--- config.mk ---
export PLATFORM = sky130hd
export DESIGN_NAME = syntax_symbol_encoder
export DESIGN_NICKNAME = d
export VERILOG_FILES = /design/src/rtl/ans_codec_pkg.sv /design/src/rtl/syntax_symbol_inverse_map.sv /design/src/rtl/syntax_symbol_encoder.sv
export SDC_FILE = /design/constraint.sdc
export NUM_CORES = 1
export LEC_CHECK = 0
export CORE_MARGIN = 1.5
export CORE_UTILIZATION = 35
export DETAILED_ROUTE_END_ITERATION = 16
export PLACE_DENSITY_LB_ADDON = 0.15
export SLEW_MARGIN = 20
export SYNTH_ARGS = -nofsm -noshare
export SYNTH_HDL_FRONTEND = slang
export SYNTH_SLANG_ARGS = --single-unit
export TNS_END_PERCENT = 50
--- constraint.sdc ---
create_clock -name clk -period 3 [get_ports clk]
set_input_delay 0.6 -clock clk [delete_from_list [all_inputs] [get_ports clk]]
set_output_delay 0.6 -clock clk [all_outputs]
set_load 0.02 [all_outputs]
--- src/rtl/ans_codec_pkg.sv ---
// Shared ANS codec constants and beat type, used by both the encoder-side
// inverse mapper and the decoder-side symbol mapper.
package ans_codec_pkg;

    localparam int CTX_QP     = 0;
    localparam int CTX_MV     = 1;
    localparam int CTX_FLAG   = 2;
    localparam int CTX_CUSTOM = 3;

    localparam int MV_SHIFT     = 2;
    localparam int CUSTOM_SHIFT = 4;

    localparam int SYM_W = 4;
    localparam int CTX_W = 4;

    typedef struct packed {
        logic [SYM_W-1:0] symbol;
        logic [CTX_W-1:0] ctx;
        logic             last;
        logic             err;
    } enc_beat_t;

endpackage

--- src/rtl/syntax_symbol_inverse_map.sv ---
// Combinational element+context -> symbol+err mapping; exact inverse of the
// decoder's forward mapper for every representable element.
module syntax_symbol_inverse_map
    import ans_codec_pkg::*;
#(
    parameter int SYMBOL_WIDTH  = 4,
    parameter int CONTEXT_WIDTH = 4,
    parameter int SYNTAX_WIDTH  = 16
) (
    input  logic [SYNTAX_WIDTH-1:0]  elem,
    input  logic [CONTEXT_WIDTH-1:0] ctx,
    output logic [SYMBOL_WIDTH-1:0]  symbol,
    output logic                     err
);

    localparam logic [SYNTAX_WIDTH-1:0] MV_LOW = SYNTAX_WIDTH'((1 << MV_SHIFT) - 1);
    localparam logic [SYNTAX_WIDTH-1:0] CU_LOW = SYNTAX_WIDTH'((1 << CUSTOM_SHIFT) - 1);

    logic [SYNTAX_WIDTH-1:0] sh_mv;
    logic [SYNTAX_WIDTH-1:0] sh_cu;

    assign sh_mv = elem >> MV_SHIFT;
    assign sh_cu = elem >> CUSTOM_SHIFT;

    always_comb begin
        symbol = '0;
        err    = 1'b0;
        case (int'(ctx))
            CTX_QP: begin
                symbol = elem[SYMBOL_WIDTH-1:0];
                err    = (elem >> SYMBOL_WIDTH) != '0;
            end
            CTX_MV: begin
                symbol = sh_mv[SYMBOL_WIDTH-1:0];
                err    = ((elem & MV_LOW) != '0) || ((sh_mv >> SYMBOL_WIDTH) != '0);
            end
            CTX_FLAG: begin
                // Flag is inverted: element 1 is symbol 0, element 0 is canonical nonzero
                if (elem == SYNTAX_WIDTH'(1))
                    symbol = '0;
                else if (elem == '0)
                    symbol = SYMBOL_WIDTH'(1);
                else
                    err = 1'b1;
            end
            CTX_CUSTOM: begin
                symbol = sh_cu[SYMBOL_WIDTH-1:0];
                err    = ((elem & CU_LOW) != '0) || ((sh_cu >> SYMBOL_WIDTH) != '0);
            end
            default: begin
                err = elem != '1;
            end
        endcase
        if (err)
            symbol = '0;
    end

endmodule

--- src/rtl/syntax_symbol_encoder.sv ---
// Two-stage valid/ready pipeline mapping syntax elements to ANS symbols,
// flagging unmappable elements and counting them with saturation.
module syntax_symbol_encoder
    import ans_codec_pkg::*;
#(
    parameter int SYMBOL_WIDTH  = 4,
    parameter int CONTEXT_WIDTH = 4,
    parameter int SYNTAX_WIDTH  = 16,
    parameter int ERR_CNT_WIDTH = 16
) (
    input  logic                     clk,
    input  logic                     rst,
    input  logic                     in_valid,
    output logic                     in_ready,
    input  logic [SYNTAX_WIDTH-1:0]  in_elem,
    input  logic [CONTEXT_WIDTH-1:0] in_ctx,
    input  logic                     in_last,
    output logic                     out_valid,
    input  logic                     out_ready,
    output logic [SYMBOL_WIDTH-1:0]  out_symbol,
    output logic [CONTEXT_WIDTH-1:0] out_ctx,
    output logic                     out_last,
    output logic                     out_err,
    input  logic                     err_clr,
    output logic [ERR_CNT_WIDTH-1:0] err_count
);

    typedef struct packed {
        logic [SYMBOL_WIDTH-1:0]  symbol;
        logic [CONTEXT_WIDTH-1:0] ctx;
        logic                     last;
        logic                     err;
    } beat_t;

    // vld_pipe[0]: stage A (input reg), vld_pipe[1]: stage B (output reg)
    logic [1:0]               vld_pipe;
    logic                     a_ready;
    logic                     b_ready;
    logic [SYNTAX_WIDTH-1:0]  a_elem;
    logic [CONTEXT_WIDTH-1:0] a_ctx;
    logic                     a_last;
    logic [SYMBOL_WIDTH-1:0]  m_symbol;
    logic                     m_err;
    beat_t                    b_q;
    logic                     hs_err;

    assign b_ready    = !vld_pipe[1] || out_ready;
    assign a_ready    = !vld_pipe[0] || b_ready;
    assign in_ready   = a_ready;
    assign out_valid  = vld_pipe[1];
    assign out_symbol = b_q.symbol;
    assign out_ctx    = b_q.ctx;
    assign out_last   = b_q.last;
    assign out_err    = b_q.err;
    assign hs_err     = vld_pipe[1] && out_ready && b_q.err;

    syntax_symbol_inverse_map #(
        .SYMBOL_WIDTH (SYMBOL_WIDTH),
        .CONTEXT_WIDTH(CONTEXT_WIDTH),
        .SYNTAX_WIDTH (SYNTAX_WIDTH)
    ) u_map (
        .elem  (a_elem),
        .ctx   (a_ctx),
        .symbol(m_symbol),
        .err   (m_err)
    );

    always_ff @(posedge clk) begin
        if (rst) begin
            vld_pipe  <= '0;
            a_elem    <= '0;
            a_ctx     <= '0;
            a_last    <= 1'b0;
            b_q       <= '0;
            err_count <= '0;
        end else begin
            if (a_ready) begin
                vld_pipe[0] <= in_valid;
                if (in_valid) begin
                    a_elem <= in_elem;
                    a_ctx  <= in_ctx;
                    a_last <= in_last;
                end
            end
            if (b_ready) begin
                vld_pipe[1] <= vld_pipe[0];
                if (vld_pipe[0])
                    b_q <= '{symbol: m_symbol, ctx: a_ctx, last: a_last, err: m_err};
            end
            // Clear wins over the old value but still counts a coincident error
            if (err_clr)
                err_count <= hs_err ? ERR_CNT_WIDTH'(1) : '0;
            else if (hs_err && err_count != '1)
                err_count <= err_count + ERR_CNT_WIDTH'(1);
        end
    end

endmodule

==> metrics.yaml <==
floorplanning:
  rows: 28
  core_area_mm2: 0.00606
  io_pins: 54
  die_w_um: 83.1
  die_h_um: 83.1
  initial_utilization_pct: 37.0
  die_area_mm2: 0.00690
power_and_ir_drop:
  power_density_mw_per_mm2: 416
  leakagePower_nw: 0.955
  irDropWorstVdd_mv: 0.177
timing:
  clock-skew-final_ps: 6.02
  hold_viol: 0
  period_share_pct: 86.4
  worstMarginPinSlew_ps: 689
  slew_violations: 0
  fin_crit_ps: 2590
  finalSetupViolCount: 0
  slew_headroom_pct: 54.0
  tns_ps: 0
  rsz0062_at_grt: "false"
  fmax_ghz: 0.386
cells_and_area:
  seq_area_um2: 981
  area_growth_pct: 29.3
  n_fill_cell: 664
  nets: 357
  antenna_cells: 0
  drive_gt1_share_pct: 6.06
  multi_input_area_mm2: 0.00117
  layout.cells.non_filler: 405
  postLayoutCoreUtil_pct: 47.9
setup_path:
  crit_fanout: 4
  critPathLaunchType: "input pin"
  cp.required_ps: 2400
  critPathArrivalTime_ps: 1990
  worst_setup_path_end_kind: "output port"
  worstSetupPathType: "input pin to output port"
  worstSetupStartpoint: "out_ready"
  r2r_start: "err_count[0]"
clock_tree:
  clk_path_buf_depth: 2
  cts_buffers: 5
  hold_buffers: 0
  cts_resized: 0
  path_clk_slew_ps: 80
  postCtsSetupBuffers: 0
  htreeDepth: 2
  cts_tree: "yes"
  insertion_delay_ps: 290
  root_buffer: "clkbuf_8"
  cts_sinks: 49
synthesis:
  yosysSeqAreaShare_pct: 43.7
  yosys_warnings: 0
  syn_inst: 284
  synth_seq_cells: 49
  syn_nets: 311
  yosysUniqueCellTypes: 40
  synth_area_mm2: 0.00224
  postSynthAreaPerCell_um2: 7.90
run:
  cap_violations: 0
placement:
  post-dp-hpwl_um: 3630
  place.port_buffers: 53
  dp.cells: 398
  gp_congestion: 0.769
detailed_routing:
  wl_per_cell_um: 12.3
  drt_wl_total_um: 4980
  drc: 0
  num_vias: 2024
  drtPass1Iterations: 4
  via_per_inst: 5.00
  drt_iter0_drc: 63
  drtAntennaViolNets: 0
grt:
  grt_use_total_pct: 14.8
  grt_pass1_vias: 1913
  grt_max_degree: 36
  grt_pass1_wl_um: 8610
  grt_overflow_total: 0
  antenna_found_initial: 0
min_path:
  min_from: "out_symbol[2]"
  hp-class: "flop to flop"
run_status:
  status: "completed"
[layout by cell type, fill, tap and decap left out, types with 5 or more instances in the layout]
cell type / n
nor2_1: 21
nand4_1: 8
nor3_1: 5
a211oi_1: 8
dfxtp_1: 49
xnor2_1: 10
clkdlybuf4s50_1: 53
nand2_1: 64
clkbuf_8: 6
nand3_1: 17
nor4_1: 5
a21oi_1: 37
[cells in the mapped netlist]
cell | n | area share, %
nand3_1 | 17 | 3.8
dfxtp_1 | 49 | 44
nor4_1 | 5 | 1.4
a211oi_1 | 8 | 2.7
buf_4 | 1 | 0.33
ha_1 | 1 | 0.56
a21oi_2 | 1 | 0.39
o211ai_1 | 1 | 0.33
and4_1 | 2 | 0.78
o311ai_0 | 1 | 0.39
buf_1 | 1 | 0.17
nand4_1 | 8 | 2.2
a21oi_1 | 37 | 8.2
o31ai_1 | 4 | 1.3
mux2i_1 | 3 | 1.3
nor3_2 | 1 | 0.45
buf_6 | 1 | 0.50
nor3b_1 | 2 | 0.67
a21bo_2 | 1 | 0.45
mux2_2 | 3 | 1.5
o21ai_0 | 1 | 0.22
nor3_1 | 5 | 1.1
or3b_2 | 1 | 0.39
nor2_1 | 21 | 3.5
nand2_1 | 64 | 11
or3b_1 | 1 | 0.39
inv_1 | 4 | 0.67
nor2b_1 | 2 | 0.56
or2_2 | 1 | 0.28
and3_1 | 4 | 1.1
o32ai_2 | 1 | 0.72
a22oi_1 | 1 | 0.33
xnor2_1 | 10 | 3.9
clkbuf_1 | 13 | 2.2
nand3_2 | 1 | 0.45
buf_2 | 1 | 0.22
a21boi_0 | 1 | 0.33
and4_4 | 1 | 0.50
nand2b_1 | 3 | 0.84
nand3b_1 | 1 | 0.33
[worst paths after layout]
path / end / slack, ps / depth (start not counted)
worst min register to register: out_symbol[2] / 460 / 2
worst max-delay path: in_ready / 410 / 4
worst max register to register: err_count[0] / 900 / 7
worst min-delay path: out_symbol[2] / 460 / 2
[cell type report]
| class | instances | share of cell area, % |
|---|---|---|
| Multi-Input combinational cell | 214 | 40.4 |
| Sequential cell | 49 | 33.8 |
| Timing Repair Buffer | 56 | 19.1 |
| Tap cell | 75 | 3.23 |
| Clock buffer | 7 | 2.98 |
| Inverter | 4 | 0.517 |
[logic make-up after synthesis]
family,Yosys count,share of synthesized area [%]
xor+xnor,10,3.90
buf+inv,21,4.07
flops,49,43.7
compound gates,57,15.4
simple gates,140,29.5
fa+ha+maj,1,0.557
mux,6,2.84
[metrics by stage]
| stage | hold slack (ps) | setup WS, ps | power [W] | cell area (um2) |
|---|---|---|---|---|
| after floorplan | 437 | 1200 | 0.000779 | 2240 |
| after global placement | 439 | 439 | 0.000839 | 2820 |
| after detailed placement | 444 | 443 | 0.000840 | 2820 |
| after CTS | 464 | 426 | 0.00123 | 2900 |
| after global routing | 489 | 327 | 0.00127 | 2900 |
| final | 458 | 407 | 0.00121 | 2900 |
[layer usage]
| layer | part of all wire (%) | wire length [um] | GRT usage, % |
|---|---|---|---|
| met2 | 45 | 2220 | 23.9 |
| met4 | 1.2 | 59 | 4.85 |
| met3 | 3.8 | 191 | 2.98 |
| met1 | 50 | 2510 | 19.9 |
| met5 | 0 | 0 | 0 |
[critical path, stage by stage]
cell,delay [ps]
clkdlybuf4s50_1,450
nor2b_1,220
nand2_1,150
clkdlybuf4s50_1,580
[power breakdown]
group / internal, W / switching, W
combinational: 0.0000651 / 0.0000643
clock: 0.000183 / 0.000201
sequential: 0.000670 / 0.0000240
[flip-flops by register name, summed over array words and instances (netlist names)]
signal	flops
a_elem	16
err_count	16
a_ctx	4
out_ctx	4
out_symbol	4
vld_pipe	2
a_last	1
out_err	1
out_last	1
(Power assumes the default switching activity.)
